File: src/rtl/sigmoid_pkg.sv
// rtl/sigmoid_pkg.sv - Q8.24 format, segment boundaries, mid values and codes for the sigmoid front end
package sigmoid_pkg;

  localparam int FRAC_BITS = 24;

  localparam logic [31:0] B1    = 32'd1 << FRAC_BITS;
  localparam logic [31:0] B2    = 32'd2 << FRAC_BITS;
  localparam logic [31:0] B3    = 32'd3 << FRAC_BITS;
  localparam logic [31:0] B4    = 32'd4 << FRAC_BITS;
  localparam logic [31:0] B_SAT = 32'd6 << FRAC_BITS;

  localparam logic [31:0] MID0 = 32'h0000_0000;
  localparam logic [31:0] MID1 = 32'h0180_0000;
  localparam logic [31:0] MID2 = 32'h0280_0000;
  localparam logic [31:0] MID3 = 32'h0380_0000;
  localparam logic [31:0] MID4 = 32'h0500_0000;
  localparam logic [31:0] MID5 = 32'h0500_0000;

  localparam logic [2:0] SEG0 = 3'd0;
  localparam logic [2:0] SEG1 = 3'd1;
  localparam logic [2:0] SEG2 = 3'd2;
  localparam logic [2:0] SEG3 = 3'd3;
  localparam logic [2:0] SEG4 = 3'd4;
  localparam logic [2:0] SEG5 = 3'd5;

  typedef struct packed {
    logic [2:0]  sel;
    logic [31:0] mid;
    logic        sat;
  } seg_t;

endpackage

File: src/rtl/sigmoid_seg_sel_if.sv
// rtl/sigmoid_seg_sel_if.sv - operand in / segment result out handshake bundle
interface sigmoid_seg_sel_if #(
  parameter int DWIDTH = 32,
  parameter int SELW   = 3
);
  logic              in_valid;
  logic              in_ready;
  logic [DWIDTH-1:0] x_in;
  logic              out_valid;
  logic              out_ready;
  logic [SELW-1:0]   sel;
  logic [DWIDTH-1:0] mid;
  logic [DWIDTH-1:0] delta;
  logic              neg;
  logic              sat;

  modport master (
    output in_valid, x_in, out_ready,
    input  in_ready, out_valid, sel, mid, delta, neg, sat
  );

  modport slave (
    input  in_valid, x_in, out_ready,
    output in_ready, out_valid, sel, mid, delta, neg, sat
  );
endinterface

File: src/rtl/sig_seg_cmp.sv
// rtl/sig_seg_cmp.sv - combinational |x| to segment code, expansion point and saturation flag
module sig_seg_cmp
  import sigmoid_pkg::*;
(
  input  logic [31:0] abs_x,
  output seg_t        seg
);

  // Lower bound of each segment is inclusive; |x| is never negative here.
  always_comb begin
    seg = '{SEG0, MID0, 1'b0};
    if (abs_x >= B_SAT)   seg = '{SEG5, MID5, 1'b1};
    else if (abs_x >= B4) seg = '{SEG4, MID4, 1'b0};
    else if (abs_x >= B3) seg = '{SEG3, MID3, 1'b0};
    else if (abs_x >= B2) seg = '{SEG2, MID2, 1'b0};
    else if (abs_x >= B1) seg = '{SEG1, MID1, 1'b0};
  end

endmodule

File: src/rtl/sigmoid_seg_sel.sv
// rtl/sigmoid_seg_sel.sv - two-stage valid/ready front end: |x| and sign, then segment, mid and delta
module sigmoid_seg_sel
  import sigmoid_pkg::*;
#(
  parameter int DWIDTH = 32,
  parameter int SELW   = 3
) (
  input  logic                 clk,
  input  logic                 rst,
  sigmoid_seg_sel_if.slave     bus
);

  logic              adv1, adv2;
  logic              s1_valid, s1_neg, s2_valid;
  logic [DWIDTH-1:0] x_abs, s1_abs;
  logic [SELW-1:0]   sel_q;
  logic [DWIDTH-1:0] mid_q, delta_q;
  logic              neg_q, sat_q;
  seg_t              seg;

  assign adv2 = !s2_valid || bus.out_ready;
  assign adv1 = !s1_valid || adv2;

  // Most negative operand has no positive twin; clamp it to the largest magnitude.
  always_comb begin
    x_abs = bus.x_in;
    if (bus.x_in[DWIDTH-1]) begin
      if (bus.x_in == {1'b1, {(DWIDTH-1){1'b0}}})
        x_abs = {1'b0, {(DWIDTH-1){1'b1}}};
      else
        x_abs = -bus.x_in;
    end
  end

  sig_seg_cmp u_cmp (
    .abs_x (s1_abs),
    .seg   (seg)
  );

  always_ff @(posedge clk) begin
    if (rst) begin
      s1_valid <= 1'b0;
      s1_neg   <= 1'b0;
      s1_abs   <= '0;
      s2_valid <= 1'b0;
      sel_q    <= '0;
      mid_q    <= '0;
      delta_q  <= '0;
      neg_q    <= 1'b0;
      sat_q    <= 1'b0;
    end else begin
      if (adv1) begin
        s1_valid <= bus.in_valid;
        s1_neg   <= bus.x_in[DWIDTH-1];
        s1_abs   <= x_abs;
      end
      if (adv2) begin
        s2_valid <= s1_valid;
        sel_q    <= seg.sel;
        mid_q    <= seg.mid;
        delta_q  <= s1_abs - seg.mid;
        neg_q    <= s1_neg;
        sat_q    <= seg.sat;
      end
    end
  end

  assign bus.in_ready  = adv1;
  assign bus.out_valid = s2_valid;
  assign bus.sel       = sel_q;
  assign bus.mid       = mid_q;
  assign bus.delta     = delta_q;
  assign bus.neg       = neg_q;
  assign bus.sat       = sat_q;

endmodule

File: src/flat_wrapper.sv
// flat-port wrapper written by rule: the top's interface ports become plain ports
module sigmoid_seg_sel_flat import sigmoid_pkg::*;
#(
  parameter int DWIDTH = 32,
  parameter int SELW   = 3
)
  (clk, rst, bus_in_valid, bus_x_in, bus_out_ready, bus_in_ready, bus_out_valid, bus_sel, bus_mid, bus_delta, bus_neg, bus_sat);
  sigmoid_seg_sel_if #(.DWIDTH(DWIDTH), .SELW(SELW)) bus_i ();
  input  logic clk;
  input  logic rst;
  input wire logic [$bits(bus_i.in_valid)-1:0] bus_in_valid;
  input wire logic [$bits(bus_i.x_in)-1:0] bus_x_in;
  input wire logic [$bits(bus_i.out_ready)-1:0] bus_out_ready;
  output wire logic [$bits(bus_i.in_ready)-1:0] bus_in_ready;
  output wire logic [$bits(bus_i.out_valid)-1:0] bus_out_valid;
  output wire logic [$bits(bus_i.sel)-1:0] bus_sel;
  output wire logic [$bits(bus_i.mid)-1:0] bus_mid;
  output wire logic [$bits(bus_i.delta)-1:0] bus_delta;
  output wire logic [$bits(bus_i.neg)-1:0] bus_neg;
  output wire logic [$bits(bus_i.sat)-1:0] bus_sat;
  assign bus_i.in_valid = bus_in_valid;
  assign bus_i.x_in = bus_x_in;
  assign bus_i.out_ready = bus_out_ready;
  assign bus_in_ready = bus_i.in_ready;
  assign bus_out_valid = bus_i.out_valid;
  assign bus_sel = bus_i.sel;
  assign bus_mid = bus_i.mid;
  assign bus_delta = bus_i.delta;
  assign bus_neg = bus_i.neg;
  assign bus_sat = bus_i.sat;
  sigmoid_seg_sel #(.DWIDTH(DWIDTH), .SELW(SELW)) u_core (.clk(clk), .rst(rst), .bus(bus_i));
endmodule
File: config.mk
export PLATFORM = sky130hd
export DESIGN_NAME = sigmoid_seg_sel_flat
export DESIGN_NICKNAME = d
export VERILOG_FILES = /design/src/rtl/sigmoid_pkg.sv /design/src/rtl/sigmoid_seg_sel_if.sv /design/src/rtl/sig_seg_cmp.sv /design/src/rtl/sigmoid_seg_sel.sv /design/src/flat_wrapper.sv
export SDC_FILE = /design/constraint.sdc
export NUM_CORES = 1
export LEC_CHECK = 0
export CAP_MARGIN = 20
export CORE_ASPECT_RATIO = 1.1
export CORE_UTILIZATION = 52
export CTS_BUF_LIST = sky130_fd_sc_hd__clkbuf_16
export CTS_CLUSTER_DIAMETER = 40
export DETAILED_ROUTE_END_ITERATION = 10
export HOLD_SLACK_MARGIN = 0.05
export PLACE_DENSITY = 0.86
export SYNTH_ARGS = -nofsm -noshare
export SYNTH_HDL_FRONTEND = slang
export SYNTH_SLANG_ARGS = --single-unit
File: constraint.sdc
create_clock -name clk -period 6.4 [get_ports clk]
set_input_delay 1.28 -clock clk [delete_from_list [all_inputs] [get_ports clk]]
set_output_delay 1.28 -clock clk [all_outputs]
set_load 0.01 [all_outputs]
==> run metrics, run 1 <==
via count of the first global-routing pass 3044; overall fraction of global-route tracks in use 0.231; number of cell instances on the worst register-to-register path 8; max-slew headroom at the worst pin 0.465; initial cell density of the core 0.540; Logic pwr share 0.176; Hold Slack 0.446 ns; number of cells upsized or downsized after cts 0; P&R area growth vs syn 25.3%; maximum vdd drop 0.195 mV; Slowest-stage cell, CP sky130_fd_sc_hd__clkdlybuf4s50_1; number of setup buffers added after CTS 0; core footprint 0.00705 mm²; Boundary Pins 107; buffer depth of the longest clock path 2; floorplan row count 32; clock sinks 74; 1st-iter DRT viols 179; Post-CTS Hold Fix Bufs 0; mean area per synthesized cell 8.42 µm²; endpoints failing setup 0; Top FF cell, synth sky130_fd_sc_hd__dfxtp_1; type of origin of the critical path primary input; Sum Neg Setup Slack 0 ns; count of flip-flops with a built-in enable after synthesis 0; Num CTS Buffers 9; Cell Chain, Critical Path clkdlybuf4s50_1 > nor2b_2 > buf_4 > and2_1 > inv_1 > buf_4 > clkdlybuf4s50_1; latest clock arrival within the worst-skew pair 0.32 ns; Setup crit start bus_out_ready; routed len/inst 14.2 µm; worst min-delay path startpoint u_core.bus.delta[19]; total wirelength of the detailed-routed design 8600 µm; power per unit of standard cell area 252 mW/mm²; instance count after placement with tap cells included 590; max-capacitance violation count 0; # port buffers 78; cell area after placement 0.00449 mm²; P_sw 303 µW; Total Power 1.20 mW; proportion of register bits with asynchronous set or reset after synthesis 0; CTS H-tree depth 3; number of cells traversed by the worst hold path 2; setup repair after global routing missed its margin no; number of slew-limit violations in the final report 0; initial antenna violation count 0; f_max 0.213 GHz; maximum fanout along the worst path 31; Inserted Diodes 0; critical path required time 5.12 ns; critical register-to-register path startpoint u_core.s1_abs[27]; pin count of the biggest net entering global routing 76; number of nets at the end of the flow 558; endpoint kind of the worst setup timing path output port; sequential-to-total area share from yosys stat 0.389; share of layout cells above drive strength 1 0.0768; type of the setup path with the least slack primary input to output port; Worst path max stage delay 0.52 ns; master cell of the clock root buffer sky130_fd_sc_hd__clkbuf_16; unique cell type count in the Yosys netlist 46; total iterations of the first detailed-routing run 4; Seq pwr share 0.435; Die Outline Area 0.00766 mm²; count of unresolved DRC violations after routing 0; Post-Synthesis Cell Area 0.00380 mm²; share of total power in the clock network 0.389; final design instance area without fill 0.00477 mm²; skew final 0.00518 ns; worst endpoint data arrival time 3.41 ns; post-layout instance count excluding filler cells 606; #FFs+latches synth 74; overall overflow remaining after global route 0; number of nets with antenna violations after routing 0; clock transition time at the flip-flop clock pins of the worst setup and hold paths 0.05 ns; die outline height 91.7 µm; final critical-path share of the clock period 0.733; TritonCTS clock tree done; outcome completed; standby leakage power 1.86 nW; final-report hold violation count 0; Final min period 4.69 ns; total number of vias 3374; first-pass GRT wire length 14300 µm; Synth Warn # 0; die extent in x 83.5 µm; internal power component 899 µW; class of the most critical hold timing path flop to flop; detailed-placement wirelength estimate 5800 µm; routability congestion estimate 0.886; sw frac 0.252; cells after synthesis 452; actual slew at the worst max-slew pin 0.802 ns; Vias/cell 5.57
-- cells by family after synthesis --
| family | share of synthesized area |
|---|---|
| buffers and inverters | 0.100 |
| adder cells (fa/ha/maj) | 0.0217 |
| AND/OR/NAND/NOR | 0.213 |
| AO/OA/AOI/OAI | 0.205 |
| flip-flops | 0.389 |
| XOR/XNOR | 0.0691 |
| other | 0.000986 |
-- critical path, delay by kind of cell --
family	cells	cell delay [ns]
buffers and inverters	5	1.60
and+or+nand+nor	2	0.52
-- layout by cell type, fill, tap and decap left out, types with 5 or more instances in the layout --
cell                              count
sky130_fd_sc_hd__or3_1                7
sky130_fd_sc_hd__o41ai_1              6
sky130_fd_sc_hd__clkbuf_16            9
sky130_fd_sc_hd__dfxtp_1             74
sky130_fd_sc_hd__nand2_1             69
sky130_fd_sc_hd__a21oi_1             33
sky130_fd_sc_hd__a311oi_1             5
sky130_fd_sc_hd__o31ai_1             12
sky130_fd_sc_hd__nor2_1              50
sky130_fd_sc_hd__clkdlybuf4s50_1     77
sky130_fd_sc_hd__conb_1              28
sky130_fd_sc_hd__nor3_1               6
sky130_fd_sc_hd__nor4_1               6
sky130_fd_sc_hd__a211oi_1            25
sky130_fd_sc_hd__inv_1               12
sky130_fd_sc_hd__a211oi_2            10
sky130_fd_sc_hd__o21ai_0              9
sky130_fd_sc_hd__buf_4                6
sky130_fd_sc_hd__ha_1                 5
sky130_fd_sc_hd__xor2_1              26
-- per-layer routing --
metal  vias to the layer above  part of all wire  track usage
met1                      1598              0.43        0.272
met2                       102              0.50        0.403
met4                         0             0.021       0.0975
met5                         -                 0            0
li1                       1657                 -            -
met3                        17             0.048       0.0522
-- per-stage QoR --
step | util | worst slack, ns
6_report | 0.676 | 1.71
5_1_grt | 0.676 | 1.59
4_1_cts | 0.676 | 1.71
3_5_place_dp | 0.637 | 1.72
3_3_place_gp | 0.637 | 1.76
2_1_floorplan | - | 2.92
-- registers in the layout, indices dropped and copies added, names as in the netlist --
name                  cells
u_core.bus.neg            1
u_core.bus.sat            1
u_core.bus.mid            3
u_core.s1_neg             1
u_core.s1_valid           1
u_core.s1_abs            32
u_core.bus.out_valid      1
u_core.bus.delta         32
u_core.bus.sel            2
-- area by class of cell --
cell class                 count  area [µm²]
clock buffer                   9         225
clock inverter                 7        53.8
fill                         561        2280
inverter                       9        33.8
multi-input combinational    338        2040
sequential                    74        1480
tap                           85         106
timing repair buffer          84         821
-- Yosys cell counts (all sizes together), types with 9 or more instances --
cell type	number	area, µm²
clkbuf	22	82.6
a211oi	35	313
o21ai	9	45.0
o31ai	13	103
xor2	26	228
nand2	69	259
nor4	10	105
buf	36	265
a21oi	34	174
nor2	51	199
inv	9	33.8
dfxtp	74	1480
-- worst paths after layout --
path	slack, ns	end
worst max-delay path	1.71	bus_in_ready
worst min-delay path	0.45	u_core.bus.delta[19]
worst max register to register	3.23	u_core.bus.delta[30]
worst min register to register	0.45	u_core.bus.delta[19]
-- power groups by stage --
stage | combinational [mW] | clock, mW | sequential, mW
3_5_place_dp | 0.209 | 0 | 0.532
5_1_grt | 0.231 | 0.500 | 0.528
3_3_place_gp | 0.205 | 0 | 0.531
6_report | 0.211 | 0.468 | 0.523
4_1_cts | 0.212 | 0.475 | 0.523
2_1_floorplan | 0.121 | 0 | 0.538
No activity file was read; power rests on OpenSTA's default activity.
==> run 2, diff against run 1 <==
--- a/config.mk
+++ b/config.mk
@@ -7,12 +7,12 @@
 export LEC_CHECK = 0
 export CAP_MARGIN = 20
 export CORE_ASPECT_RATIO = 1.1
-export CORE_UTILIZATION = 52
+export CORE_UTILIZATION = 43
 export CTS_BUF_LIST = sky130_fd_sc_hd__clkbuf_16
 export CTS_CLUSTER_DIAMETER = 40
 export DETAILED_ROUTE_END_ITERATION = 10
 export HOLD_SLACK_MARGIN = 0.05
-export PLACE_DENSITY = 0.86
+export PLACE_DENSITY = 0.76
 export SYNTH_ARGS = -nofsm -noshare
 export SYNTH_HDL_FRONTEND = slang
 export SYNTH_SLANG_ARGS = --single-unit
==> constraint.sdc (replaced) <==
create_clock -name clk -period 4 [get_ports clk]
set_input_delay 0.8 -clock clk [delete_from_list [all_inputs] [get_ports clk]]
set_output_delay 0.8 -clock clk [all_outputs]
set_load 0.01 [all_outputs]
==> run 2 against run 1 <==
  * Core utilization decreased by 11 points
  * Clock skew about the same
  * First-iteration DRC count decreased by 41%
  * Cell count increased by 4.8%
  * Largest power group unchanged
  * Highest routed layer unchanged
==> run metrics, run 2 (synthesis gave the netlist of run 1 again) <==
Die Outline Area 0.00923 mm² (was 0.00766 mm²); # port buffers 78 (unchanged); number of nets with antenna violations after routing 0 (unchanged); clock transition time at the flip-flop clock pins of the worst setup and hold paths 0.06 ns (was 0.05 ns); initial cell density of the core 0.448 (was 0.540); total wirelength of the detailed-routed design 8830 µm (was 8600 µm); TritonCTS clock tree done (unchanged); number of cells traversed by the worst hold path 2 (unchanged); critical path required time 4.25 ns (was 5.12 ns); actual slew at the worst max-slew pin 0.966 ns (was 0.802 ns); detailed-placement wirelength estimate 6300 µm (was 5800 µm); number of cell instances on the worst register-to-register path 8 (unchanged); routability congestion estimate 0.917 (was 0.886); number of setup buffers added after CTS 0 (unchanged); setup repair after global routing missed its margin no (unchanged); most frequent cells in the layout sky130_fd_sc_hd__clkdlybuf4s50_1, sky130_fd_sc_hd__dfxtp_1, sky130_fd_sc_hd__nand2_1, sky130_fd_sc_hd__nor2_1, sky130_fd_sc_hd__a21oi_1 (unchanged); standby leakage power 1.85 nW (was 1.86 nW); core footprint 0.00850 mm² (was 0.00705 mm²); overall overflow remaining after global route 0 (unchanged); power per unit of standard cell area 396 mW/mm² (was 252 mW/mm²); number of nets at the end of the flow 561 (was 558); Boundary Pins 107 (unchanged); Slowest-stage cell, CP sky130_fd_sc_hd__or4_4 (was sky130_fd_sc_hd__clkdlybuf4s50_1); initial antenna violation count 0 (unchanged); latest clock arrival within the worst-skew pair 0.34 ns (was 0.32 ns); die outline height 101 µm (was 91.7 µm); P&R area growth vs syn 26.5% (was 25.3%); f_max 0.314 GHz; outcome completed (unchanged); share of layout cells above drive strength 1 0.0916 (was 0.0768); endpoint kind of the worst setup timing path flop (was output port); Inserted Diodes 0 (unchanged); pin count of the biggest net entering global routing 52 (was 76); floorplan row count 35 (was 32); Final min period 3.18 ns; type of the setup path with the least slack flop to flop (was primary input to output port); worst endpoint data arrival time 3.43 ns (was 3.41 ns); endpoints failing setup 0 (unchanged); total iterations of the first detailed-routing run 4 (unchanged); Worst path max stage delay 0.60 ns (was 0.52 ns); routed len/inst 13.9 µm (was 14.2 µm); number of slew-limit violations in the final report 0 (unchanged); via count of the first global-routing pass 3226 (was 3044); total number of vias 3329 (was 3374); die extent in x 91.7 µm (was 83.5 µm); final critical-path share of the clock period 0.796; number of cells upsized or downsized after cts 0 (unchanged); Num CTS Buffers 9 (unchanged); max-slew headroom at the worst pin 0.356 (was 0.465); final-report hold violation count 0 (unchanged); Sum Neg Setup Slack 0 ns (unchanged); Vias/cell 5.24 (was 5.57); first-pass GRT wire length 14600 µm (was 14300 µm); overall fraction of global-route tracks in use 0.200 (was 0.231); Total Power 1.90 mW (was 1.20 mW); Cell Chain, Critical Path or4_4 > nor4_1 > ha_1 > nor2b_1 > o21ai_0 > a21boi_0 > or4_1 > a311oi_1 (was clkdlybuf4s50_1 > nor2b_2 > buf_4 > and2_1 > inv_1 > buf_4 > clkdlybuf4s50_1); skew final 0.00497 ns (was 0.00518 ns); class of the most critical hold timing path flop to flop (unchanged); type of origin of the critical path flop (was primary input); buffer depth of the longest clock path 2 (unchanged); 1st-iter DRT viols 105 (was 179); clock sinks 74 (unchanged); CTS H-tree depth 3 (unchanged); max-capacitance violation count 0 (unchanged); leading cell type in the layout, fill and taps excluded sky130_fd_sc_hd__clkdlybuf4s50_1 (unchanged); Post-CTS Hold Fix Bufs 0 (unchanged); maximum vdd drop 0.178 mV (was 0.195 mV); count of unresolved DRC violations after routing 0 (unchanged); maximum fanout along the worst path 7 (was 31); master cell of the clock root buffer sky130_fd_sc_hd__clkbuf_16 (unchanged)
-- run 2: where the power goes --
part / internal (mW) / total (mW) / switching [mW]
Combinational: 0.170 / 0.339 / 0.169
Clock: 0.416 / 0.731 / 0.315
Sequential: 0.799 / 0.835 / 0.0362
-- run 2: area by class of cell --
| class | instances | area, µm² |
|---|---|---|
| clock buffers | 9 | 225 |
| clock inverters | 7 | 46.3 |
| fillers | 791 | 3680 |
| inverters | 9 | 33.8 |
| multi-input cells | 338 | 2040 |
| flip-flops and latches | 74 | 1480 |
| well taps | 111 | 139 |
| repair buffers | 87 | 843 |
-- run 2: layer usage --
metal / vias up / wire (µm) / track usage
met5: - / 0 / 0
met4: 0 / 187 / 0.0965
met3: 16 / 451 / 0.0430
met2: 100 / 4390 / 0.348
met1: 1554 / 3800 / 0.234
li1: 1659 / - / -
-- run 2: final timing paths --
check / from / slack [ns] / endpoint
setup / recovery: u_core.s1_abs[27] / 0.82 / u_core.bus.delta[28]
hold reg to reg: u_core.bus.delta[0] / 0.45 / u_core.bus.delta[0]
hold / removal: u_core.bus.delta[0] / 0.45 / u_core.bus.delta[0]
setup reg to reg: u_core.s1_abs[27] / 0.82 / u_core.bus.delta[28]
-- run 2: worst max-delay path: cells and delay by family (launching register included) --
| kind | cells | cell delay (ns) |
|---|---|---|
| simple gates | 4 | 1.73 |
| compound gates | 3 | 0.64 |
| flops | 1 | 0.37 |
| fa+ha+maj | 1 | 0.35 |
-- run 2: stage by stage --
step	setup slack (ns)	util	cell area, µm²	hold slack (ns)	instances
global placement	0.705	0.535	4540	0.437	619
global route	0.565	0.567	4810	0.468	635
finish	0.817	0.567	4810	0.449	635
detailed placement	0.642	0.535	4540	0.443	619
floorplan	1.20	-	3910	0.432	479
CTS	0.778	0.567	4810	0.451	635
==> run 3, diff against run 2 <==
==> constraint.sdc (replaced) <==
create_clock -name clk -period 2.7 [get_ports clk]
set_input_delay 0.54 -clock clk [delete_from_list [all_inputs] [get_ports clk]]
set_output_delay 0.54 -clock clk [all_outputs]
set_load 0.01 [all_outputs]
==> run 3 against run 2 <==
  * Via count is 1.3% higher
  * Core utilization is 3.1 points higher
  * Clock power is 72% higher
  * Setup slack worse by 0.77 ns
  * Clock skew is 0.0017 ns higher
  * Critical path depth is 3 higher
  * Sequential cell count stayed put
  * Total power is 59% higher
  * Hold slack better by 0.00073 ns
  * Design area is 5.5% higher
  * Cell count is 3.5% higher
  * Combinational power is 61% higher
  * Critical endpoint is now u_core.bus.delta[31]
  * Largest cell class unchanged
==> run metrics, run 3 (synthesis gave the netlist of run 1 again) <==
Post-CTS Hold Fix Bufs 0 (unchanged); critical path required time 2.90 ns (was 4.25 ns); routed len/inst 13.8 µm (was 13.9 µm); skew final 0.00664 ns (was 0.00497 ns); power per unit of standard cell area 598 mW/mm² (was 396 mW/mm²); total number of vias 3373 (was 3329); slack of the worst reg-to-reg path 0.04 ns (was 0.82 ns); maximum vdd drop 0.254 mV (was 0.178 mV); total iterations of the first detailed-routing run 4 (unchanged); TritonCTS clock tree done (unchanged); overall overflow remaining after global route 0 (unchanged); f_max 0.376 GHz (was 0.314 GHz); count of unresolved DRC violations after routing 0 (unchanged); detailed-placement wirelength estimate 6350 µm (was 6300 µm); share of layout cells above drive strength 1 0.137 (was 0.0916); number of nets with antenna violations after routing 0 (unchanged); die outline height 101 µm (unchanged); Num CTS Buffers 9 (unchanged); routability congestion estimate 0.789 (was 0.917); setup repair after global routing missed its margin yes (was no); class of the most critical hold timing path flop to flop (unchanged); clock transition time at the flip-flop clock pins of the worst setup and hold paths 0.06 ns (about the same); number of slew-limit violations in the final report 0 (unchanged); 1st-iter DRT viols 139 (was 105); master cell of the clock root buffer sky130_fd_sc_hd__clkbuf_16 (unchanged); # port buffers 78 (unchanged); type of the setup path with the least slack flop to flop (unchanged); Met2 Routed Length 4510 µm (was 4390 µm); floorplan row count 35 (unchanged); pin count of the biggest net entering global routing 50 (was 52); outcome completed (unchanged); initial cell density of the core 0.448 (unchanged); post-route setup slack 0.0421 ns (was 0.817 ns); type of origin of the critical path flop (unchanged); clock sinks 74 (unchanged); final critical-path share of the clock period 0.984 (was 0.796); Boundary Pins 107 (unchanged); final-report hold violation count 0 (unchanged); number of nets at the end of the flow 584 (was 561); latest clock arrival within the worst-skew pair 0.33 ns (was 0.34 ns); CTS H-tree depth 3 (unchanged); worst endpoint data arrival time 2.86 ns (was 3.43 ns); max-slew headroom at the worst pin 0.597 (was 0.356); highest layer used for signal routing met4 (unchanged); core utilization of the finished layout 0.597 (was 0.567); standby leakage power 2.00 nW (was 1.85 nW); Final min period 2.66 ns (was 3.18 ns); maximum fanout along the worst path 4 (was 7); most frequent cells in the layout sky130_fd_sc_hd__clkdlybuf4s50_1, sky130_fd_sc_hd__dfxtp_1, sky130_fd_sc_hd__nand2_1, sky130_fd_sc_hd__nor2_1, sky130_fd_sc_hd__a21oi_1 (unchanged); endpoints failing setup 0 (unchanged); Inserted Diodes 0 (unchanged); Setup WS pre-CTS -0.0552 ns (was 0.642 ns); overall fraction of global-route tracks in use 0.204 (was 0.200); core footprint 0.00850 mm² (unchanged); leading cell type in the layout, fill and taps excluded sky130_fd_sc_hd__clkdlybuf4s50_1 (unchanged); buffer depth of the longest clock path 2 (unchanged); WL met1 3940 µm (was 3800 µm); die extent in x 91.7 µm (unchanged); first-pass GRT wire length 14800 µm (was 14600 µm); max-capacitance violation count 0 (unchanged); total wirelength of the detailed-routed design 9050 µm (was 8830 µm); P&R area growth vs syn 33.5% (was 26.5%); initial antenna violation count 0 (unchanged); endpoint kind of the worst setup timing path flop (unchanged); actual slew at the worst max-slew pin 0.604 ns (was 0.966 ns); Die Outline Area 0.00923 mm² (unchanged); met3 wire length 367 µm (was 451 µm); Vias/cell 5.13 (was 5.24); via count of the first global-routing pass 3176 (was 3226)
==> run 3: changes by cell type in the layout (fill, tap and decap cells not counted), sizes merged <==
cell      before  now
clkinvlp       3    2
clkinv         4    1
bufinv         0    2
buf           10   33
inv            9   10
==> run 3: stage by stage <==
stage                     hold slack [ns]  area [µm²]  instances  setup TNS (ns)  total power [mW]
after floorplan                     0.432        3930        479               0              1.57
after detailed placement            0.447        4740        641         -0.0954              1.79
after global routing                0.475        5080        657         -0.0638              3.16
after CTS                           0.454        5060        657               0              3.05
final                               0.449        5080        657               0              3.04
after global placement              0.438        4740        641               0              1.78
==> run 3: worst paths after layout <==
path / endpoint / startpoint / cells past startpoint
setup reg to reg: u_core.bus.delta[31] / u_core.s1_abs[27] / 11
hold reg to reg: u_core.bus.delta[4] / u_core.bus.delta[4] / 2
hold / removal: u_core.bus.delta[4] / u_core.bus.delta[4] / 2
setup / recovery: u_core.bus.delta[31] / u_core.s1_abs[27] / 11
==> run 3: repair_timing <==
item                                   in CTS  in global routing
setup buffers                               1                  0
gates resized for setup                     1                  5
setup endpoints to repair                   3                  5
pin swaps                                   1                  4
gates cloned                                0                  0
endpoints found under the hold margin       0                  0
==> run 3: metal layers <==
| metal | global-route usage | up-vias |
|---|---|---|
| met5 | 0 | - |
| met4 | 0.103 | 0 |
| met3 | 0.0324 | 17 |
| met2 | 0.365 | 95 |
| met1 | 0.235 | 1557 |
| li1 | - | 1704 |
==> run 3: report_power, final <==
part | leakage, nW | total, mW | internal (mW) | switching, mW
Clock | 0.149 | 1.26 | 0.798 | 0.457
Combinational | 1.24 | 0.545 | 0.279 | 0.265
Sequential | 0.613 | 1.24 | 1.18 | 0.0531
==> run 3: area by class of cell <==
type	instances	area (µm²)
Fill cell	743	3420
Multi-Input combinational cell	338	2080
Sequential cell	74	1480
Timing Repair Buffer	110	1030
Clock buffer	9	225
Tap cell	111	139
Clock inverter	6	83.8
Inverter	9	33.8
==> run 3: worst max-delay path, stage by stage (launching register included) <==
cell                       delay, ns
sky130_fd_sc_hd__dfxtp_1        0.31
sky130_fd_sc_hd__or4_4          0.59
sky130_fd_sc_hd__nor3_4         0.14
sky130_fd_sc_hd__o21a_1         0.17
sky130_fd_sc_hd__ha_2           0.19
sky130_fd_sc_hd__inv_1          0.06
sky130_fd_sc_hd__fa_2           0.35
sky130_fd_sc_hd__a21o_1         0.17
sky130_fd_sc_hd__a21o_1         0.21
sky130_fd_sc_hd__nor2_1         0.13
sky130_fd_sc_hd__xnor2_1        0.15
sky130_fd_sc_hd__a211oi_2       0.08
